==> config.mk <==
export PLATFORM = sky130hd
export DESIGN_NAME = conv_job_csr
export DESIGN_NICKNAME = d
export VERILOG_FILES = /design/src/rtl/conv_job_csr.sv
export SDC_FILE = /design/constraint.sdc
export NUM_CORES = 1
export LEC_CHECK = 0
export CAP_MARGIN = 20
export CORE_MARGIN = 5
export CORE_UTILIZATION = 60
export CTS_BUF_LIST = sky130_fd_sc_hd__clkbuf_4
export DETAILED_ROUTE_END_ITERATION = 10
export PLACE_DENSITY = 0.82
export SYNTH_ARGS = -nofsm -noshare
export SYNTH_HDL_FRONTEND = slang
export SYNTH_SLANG_ARGS = --single-unit
==> constraint.sdc <==
create_clock -name clk -period 7.35 [get_ports clk]
set_input_delay 1.47 -clock clk [delete_from_list [all_inputs] [get_ports clk]]
set_output_delay 1.47 -clock clk [all_outputs]
set_load 0.1 [all_outputs]
==> src/rtl/conv_job_csr.sv <==
// conv_job_csr: MMIO control/status bank that queues conv jobs in a show-ahead FIFO.
// It issues jobs over valid/ready, counts completions, and raises a level irq on completions or sticky errors.
module conv_job_csr #(
    parameter int          DATA_W = 32,
    parameter int          DEPTH  = 4,
    parameter int          ID_W   = 4,
    parameter logic [31:0] BASE   = 32'h8000_0040
) (
    input  logic              clk,
    input  logic              rst_n,
    input  logic              wr_en_i,
    input  logic              rd_en_i,
    input  logic [31:0]       addr_i,
    input  logic [DATA_W-1:0] wdata_i,
    output logic [DATA_W-1:0] rdata_o,
    output logic              job_valid_o,
    input  logic              job_ready_i,
    output logic [DATA_W-1:0] job_fm_dim_o,
    output logic [DATA_W-1:0] job_wt_offset_o,
    output logic [DATA_W-1:0] job_ifm_offset_o,
    output logic [DATA_W-1:0] job_ofm_offset_o,
    output logic [ID_W-1:0]   job_id_o,
    input  logic              acc_done_i,
    output logic              busy_o,
    output logic              irq_o
);
    localparam int PW = $clog2(DEPTH);
    localparam int CW = PW + 1;

    logic [DATA_W-1:0] fm_q, wt_q, ifm_q, ofm_q, rdata_q, rd_data;
    logic [DATA_W-1:0] fm_mem [DEPTH];
    logic [DATA_W-1:0] wt_mem [DEPTH];
    logic [DATA_W-1:0] ifm_mem [DEPTH];
    logic [DATA_W-1:0] ofm_mem [DEPTH];
    logic [ID_W-1:0]   id_mem [DEPTH];
    logic [PW-1:0]     wr_ptr_q, rd_ptr_q;
    logic [CW-1:0]     count_q, count_d;
    logic [7:0]        inflight_q, inflight_d;
    logic [15:0]       done_cnt_q, done_cnt_d;
    logic [ID_W-1:0]   next_id_q, next_id_d;
    logic              valid_q, irq_en_q, ovf_q, ovf_d, spur_q, spur_d;
    logic [31:0]       off, status;
    logic [2:0]        sel;
    logic              hit, wr, start, clr, dclr, full, empty, push, pop, done_ok;

    assign off   = addr_i - BASE;
    assign hit   = (off < 32'd32) && (off[1:0] == 2'b00);
    assign sel   = off[4:2];
    assign wr    = wr_en_i & hit;
    assign start = wr && sel == 3'd4 && wdata_i[0];
    assign clr   = wr && sel == 3'd4 && wdata_i[1];
    assign dclr  = wr && sel == 3'd7;
    assign full  = count_q == CW'(DEPTH);
    assign empty = count_q == '0;
    // Full is judged before any same-cycle pop, so a start into a full queue is always dropped
    assign push  = start & ~full;
    assign pop   = valid_q & job_ready_i;
    assign done_ok = acc_done_i && (inflight_q + 8'(pop)) != 8'd0;

    always_comb begin
        count_d    = count_q + CW'(push) - CW'(pop);
        inflight_d = inflight_q + 8'(pop) - 8'(done_ok);
        ovf_d      = (ovf_q & ~clr) | (start & full);
        spur_d     = (spur_q & ~clr) | (acc_done_i & ~done_ok);
        next_id_d  = next_id_q + ID_W'(push);
        done_cnt_d = dclr ? 16'(done_ok) :
                     (done_ok && done_cnt_q != 16'hFFFF) ? done_cnt_q + 16'd1 : done_cnt_q;
    end

    assign status = {8'h00, inflight_q, 8'(count_q), 3'b000, spur_q, ovf_q, busy_o, full, empty};

    always_comb begin
        rd_data = '0;
        if (hit)
            case (sel)
                3'd0:    rd_data = fm_q;
                3'd1:    rd_data = wt_q;
                3'd2:    rd_data = ifm_q;
                3'd3:    rd_data = ofm_q;
                3'd5:    rd_data = DATA_W'(status);
                3'd6:    rd_data = DATA_W'(irq_en_q);
                3'd7:    rd_data = DATA_W'(done_cnt_q);
                default: rd_data = '0;
            endcase
    end

    always_ff @(posedge clk or negedge rst_n)
        if (!rst_n) begin
            fm_q       <= '0;
            wt_q       <= '0;
            ifm_q      <= '0;
            ofm_q      <= '0;
            rdata_q    <= '0;
            irq_en_q   <= 1'b0;
            wr_ptr_q   <= '0;
            rd_ptr_q   <= '0;
            count_q    <= '0;
            valid_q    <= 1'b0;
            inflight_q <= '0;
            done_cnt_q <= '0;
            next_id_q  <= '0;
            ovf_q      <= 1'b0;
            spur_q     <= 1'b0;
        end else begin
            if (wr && sel == 3'd0) fm_q <= wdata_i;
            if (wr && sel == 3'd1) wt_q <= wdata_i;
            if (wr && sel == 3'd2) ifm_q <= wdata_i;
            if (wr && sel == 3'd3) ofm_q <= wdata_i;
            if (wr && sel == 3'd6) irq_en_q <= wdata_i[0];
            if (rd_en_i) rdata_q <= rd_data;
            if (push) wr_ptr_q <= wr_ptr_q + PW'(1);
            if (pop) rd_ptr_q <= rd_ptr_q + PW'(1);
            count_q    <= count_d;
            valid_q    <= count_d != '0;
            inflight_q <= inflight_d;
            done_cnt_q <= done_cnt_d;
            next_id_q  <= next_id_d;
            ovf_q      <= ovf_d;
            spur_q     <= spur_d;
        end

    always_ff @(posedge clk)
        if (push) begin
            fm_mem[wr_ptr_q]  <= fm_q;
            wt_mem[wr_ptr_q]  <= wt_q;
            ifm_mem[wr_ptr_q] <= ifm_q;
            ofm_mem[wr_ptr_q] <= ofm_q;
            id_mem[wr_ptr_q]  <= next_id_q;
        end

    // Head fields are gated so that the uninitialised storage never leaks out after reset
    assign job_valid_o      = valid_q;
    assign job_fm_dim_o     = valid_q ? fm_mem[rd_ptr_q] : '0;
    assign job_wt_offset_o  = valid_q ? wt_mem[rd_ptr_q] : '0;
    assign job_ifm_offset_o = valid_q ? ifm_mem[rd_ptr_q] : '0;
    assign job_ofm_offset_o = valid_q ? ofm_mem[rd_ptr_q] : '0;
    assign job_id_o         = valid_q ? id_mem[rd_ptr_q] : '0;
    assign rdata_o          = rdata_q;
    assign busy_o           = valid_q | (inflight_q != 8'd0);
    assign irq_o            = irq_en_q & ((done_cnt_q != 16'd0) | ovf_q | spur_q);
endmodule

==> impl_metrics.json <==
{
  "status": "complete, no violations",
  "dp_hpwl_um": 38700,
  "synthToLayoutAreaGrowth_pct": 18.5,
  "synth_commonest_cells": "edfxtp_1, dfrtp_1, mux4_2",
  "worst_slack_ns": 1.44,
  "cts_tree": "built",
  "swShare": 0.261,
  "setup_viol_count_final": 0,
  "dp_slack_ns": 2.16,
  "p_clk_frac": 0.375,
  "synth.most_common_cell": "edfxtp_1",
  "timing.fmax_mhz": 169,
  "io_pins": 237,
  "synth_area_leaders": "edfxtp_1, dfrtp_1, mux4_2",
  "synthesis.instances": 1568,
  "async_flop_share": 0.274,
  "cp.depth": 4,
  "drv_cap": 0,
  "worst_path_max_delay_cell": "dfrtp_4",
  "internal_power_mw": 6.78,
  "gp_congestion": 0.810,
  "first_pass_iters": 5,
  "cts_root_buffer": "clkbuf_4",
  "power.total_mw": 9.18,
  "relSlewSlack": 0.245,
  "critical_path_class": "register to output pin",
  "ant_nets": 0,
  "hp-class": "register to register",
  "final.setup.tns_ns": 0,
  "clk_pin_slew_worst_paths_ns": 0.06,
  "antenna_found_initial": 5,
  "min_to": "spur_q$_DFF_PN0_",
  "cts.sinks": 727,
  "post_cts_buffers": 0,
  "ys_seq_area_frac": 0.704,
  "syn_area_mm2": 0.0296,
  "powerDensity_mw_per_mm2": 262,
  "synth_edf_count": 528,
  "worstPathArrival_ns": 4.44,
  "crit_buf_inv": 2,
  "hold_viol_final": 0,
  "synth_cell_type_count": 58,
  "grtUsageTotal": 0.250,
  "wl_um": 65500,
  "yosys_warnings": 0,
  "hold_path_depth": 1,
  "dp_cells": 2409,
  "clock_latency_ns": 1.02,
  "htreeDepth": 4,
  "period_share": 0.803,
  "r2r-start": "job_valid_o$_DFF_PN0_",
  "synth_nets": 1653,
  "skew_ns": 0.0435,
  "vias_per_cell": 5.85,
  "r2r_end": "inflight_q[4]$_DFF_PN0_",
  "cp-start-kind": "register",
  "die_area_mm2": 0.0539,
  "rrSetupSlack_ns": 3.07,
  "tightest_slew_ns": 1.13,
  "critPathMaxFanout": 47,
  "post_cts_resized": 0,
  "finalNonFillerCells": 2749,
  "fin_area_mm2": 0.0351,
  "num_vias": 16100,
  "gr-total-overflow": 0,
  "cts-buffers-inserted": 178,
  "ir_worst_vdd_mv": 0.212,
  "synth_top_cell_by_area": "edfxtp_1",
  "rows": 81,
  "power.switching_mw": 2.39,
  "grt_setup_unrepaired": "false",
  "r2r_cells": 13,
  "grt_pass1_vias": 17200,
  "route.detailed.drc": 0,
  "slowest_delay_ns": 1.08,
  "syn_avg_cell_area_um2": 18.9,
  "die_y_um": 232,
  "p_leak_nw": 14.2,
  "critPathRequiredTime_ns": 5.88,
  "ys_seq_elements": 727,
  "io_buffer_count": 236,
  "path_cells": "buf_4, mux4_2, and2_1, clkdlybuf4s50_1",
  "hold_buffers": 0,
  "core_mm2": 0.0488,
  "routedWlPerCell_um": 23.8,
  "p_seq_frac": 0.511,
  "yosys.area.top_type_share": 0.536,
  "fin_crit_ns": 5.91,
  "dpl-instance-area_mm2": 0.0326,
  "cpLargestDelayFamily": "buffers and inverters",
  "drt_iter0_drc": 1277,
  "finalMaxSlewViolations": 0,
  "end_kind": "output pin",
  "initial_core_util": 0.606,
  "final_net_count": 2012,
  "combPwrFrac": 0.114,
  "hold_start": "spur_q$_DFF_PN0_",
  "grt_pass1_wl_um": 101000,
  "die_x_um": 232,
  "drive_above_1_share": 0.313,
  "synth_flop_cell": "edfxtp_1",
  "grt_max_degree": 133,
  "clockBufferDepth": 3
}
-- stage by stage --
stage	utilization	hold slack (ns)
floorplan	-	0.468
global placement	0.667	0.497
detailed placement	0.667	0.515
CTS	0.717	0.519
global route	0.718	0.538
finish	0.718	0.524
-- layout make-up --
cell class                      instances  area (um2)
Clock buffer                          281        2110
Antenna cell                            7        17.5
Multi-Input combinational cell        710        8120
Fill cell                            3089       13800
Sequential cell                       727       20800
Inverter                               46         173
Timing Repair Buffer                  264        2660
Tap cell                              664         831
Clock inverter                         50         308
-- sequential cells by signal (all words and copies together) (netlist names) --
| name | flops |
|---|---|
| wt_q | 32 |
| fm_mem | 128 |
| next_id_q | 4 |
| inflight_q | 8 |
| id_mem | 16 |
| spur_q | 1 |
| wr_ptr_q | 2 |
| wt_mem | 128 |
| ifm_q | 32 |
| ofm_mem | 128 |
| irq_en_q | 1 |
| done_cnt_q | 16 |
| rd_ptr_q | 2 |
| ifm_mem | 128 |
| job_valid_o | 1 |
| count_q | 3 |
| ofm_q | 32 |
| ovf_q | 1 |
| rdata_o | 32 |
| fm_q | 32 |
-- layer usage --
layer  vias to the layer above  wire (um)  track usage
met2                       622      33300        0.409
li1                       6989          -            -
met1                      8353      25800        0.327
met3                       104       4850       0.0750
met5                         -        103       0.0119
met4                         4       1500       0.0787
-- cell families after synthesis --
| logic type | share of synthesized area |
|---|---|
| buffers and inverters | 0.0222 |
| XOR/XNOR | 0.00858 |
| flip-flops | 0.704 |
| adder cells (fa/ha/maj) | 0.00659 |
| multiplexers | 0.178 |
| AO/OA/AOI/OAI | 0.0243 |
| AND/OR/NAND/NOR | 0.0562 |
-- worst register-to-register path: cells and delay by family (launching register included) --
| kind | cells | cell delay (ns) |
|---|---|---|
| AOI/OAI and AO/OA | 5 | 1.18 |
| adders and majority gates | 4 | 1.11 |
| DFF | 1 | 1.04 |
| and+or+nand+nor | 3 | 0.74 |
| xor gates and xnor gates | 1 | 0.13 |
-- worst max-delay path by stage --
stage          slack [ns]                       end               startpoint
2_1_floorplan        1.06    fm_mem[0][0]$_DFFE_PP_               addr_i[17]
3_3_place_gp         2.21  ofm_mem[3][13]$_DFFE_PP_               addr_i[30]
3_5_place_dp         2.16     job_valid_o$_DFF_PN0_               addr_i[30]
4_1_cts              1.22      job_ofm_offset_o[19]  rd_ptr_q[0]$_DFFE_PN0P_
5_1_grt              1.09          job_fm_dim_o[14]  rd_ptr_q[0]$_DFFE_PN0P_
6_report             1.44          job_fm_dim_o[11]  rd_ptr_q[0]$_DFFE_PN0P_
-- power groups by stage --
| stage | logic (mW) | registers, mW | clock network (mW) |
|---|---|---|---|
| after floorplan | 0.943 | 4.56 | 0 |
| after global placement | 1.05 | 4.77 | 0 |
| after detailed placement | 1.06 | 4.78 | 0 |
| after CTS | 1.07 | 4.70 | 3.53 |
| after global routing | 1.12 | 4.72 | 3.77 |
| final | 1.05 | 4.69 | 3.44 |
-- cell usage in the layout (no fill, tap or decap), types with 32 or more instances in the layout --
master,Yosys,layout
and2_1,138,134
clkbuf_4,0,281
clkdlybuf4s50_1,0,232
clkinv_1,0,34
dfrtp_1,199,196
edfxtp_1,528,528
inv_1,46,46
mux2_2,97,97
mux4_2,161,161
nand2_1,32,32
Note: power is estimated with default switching activity, not from simulation.
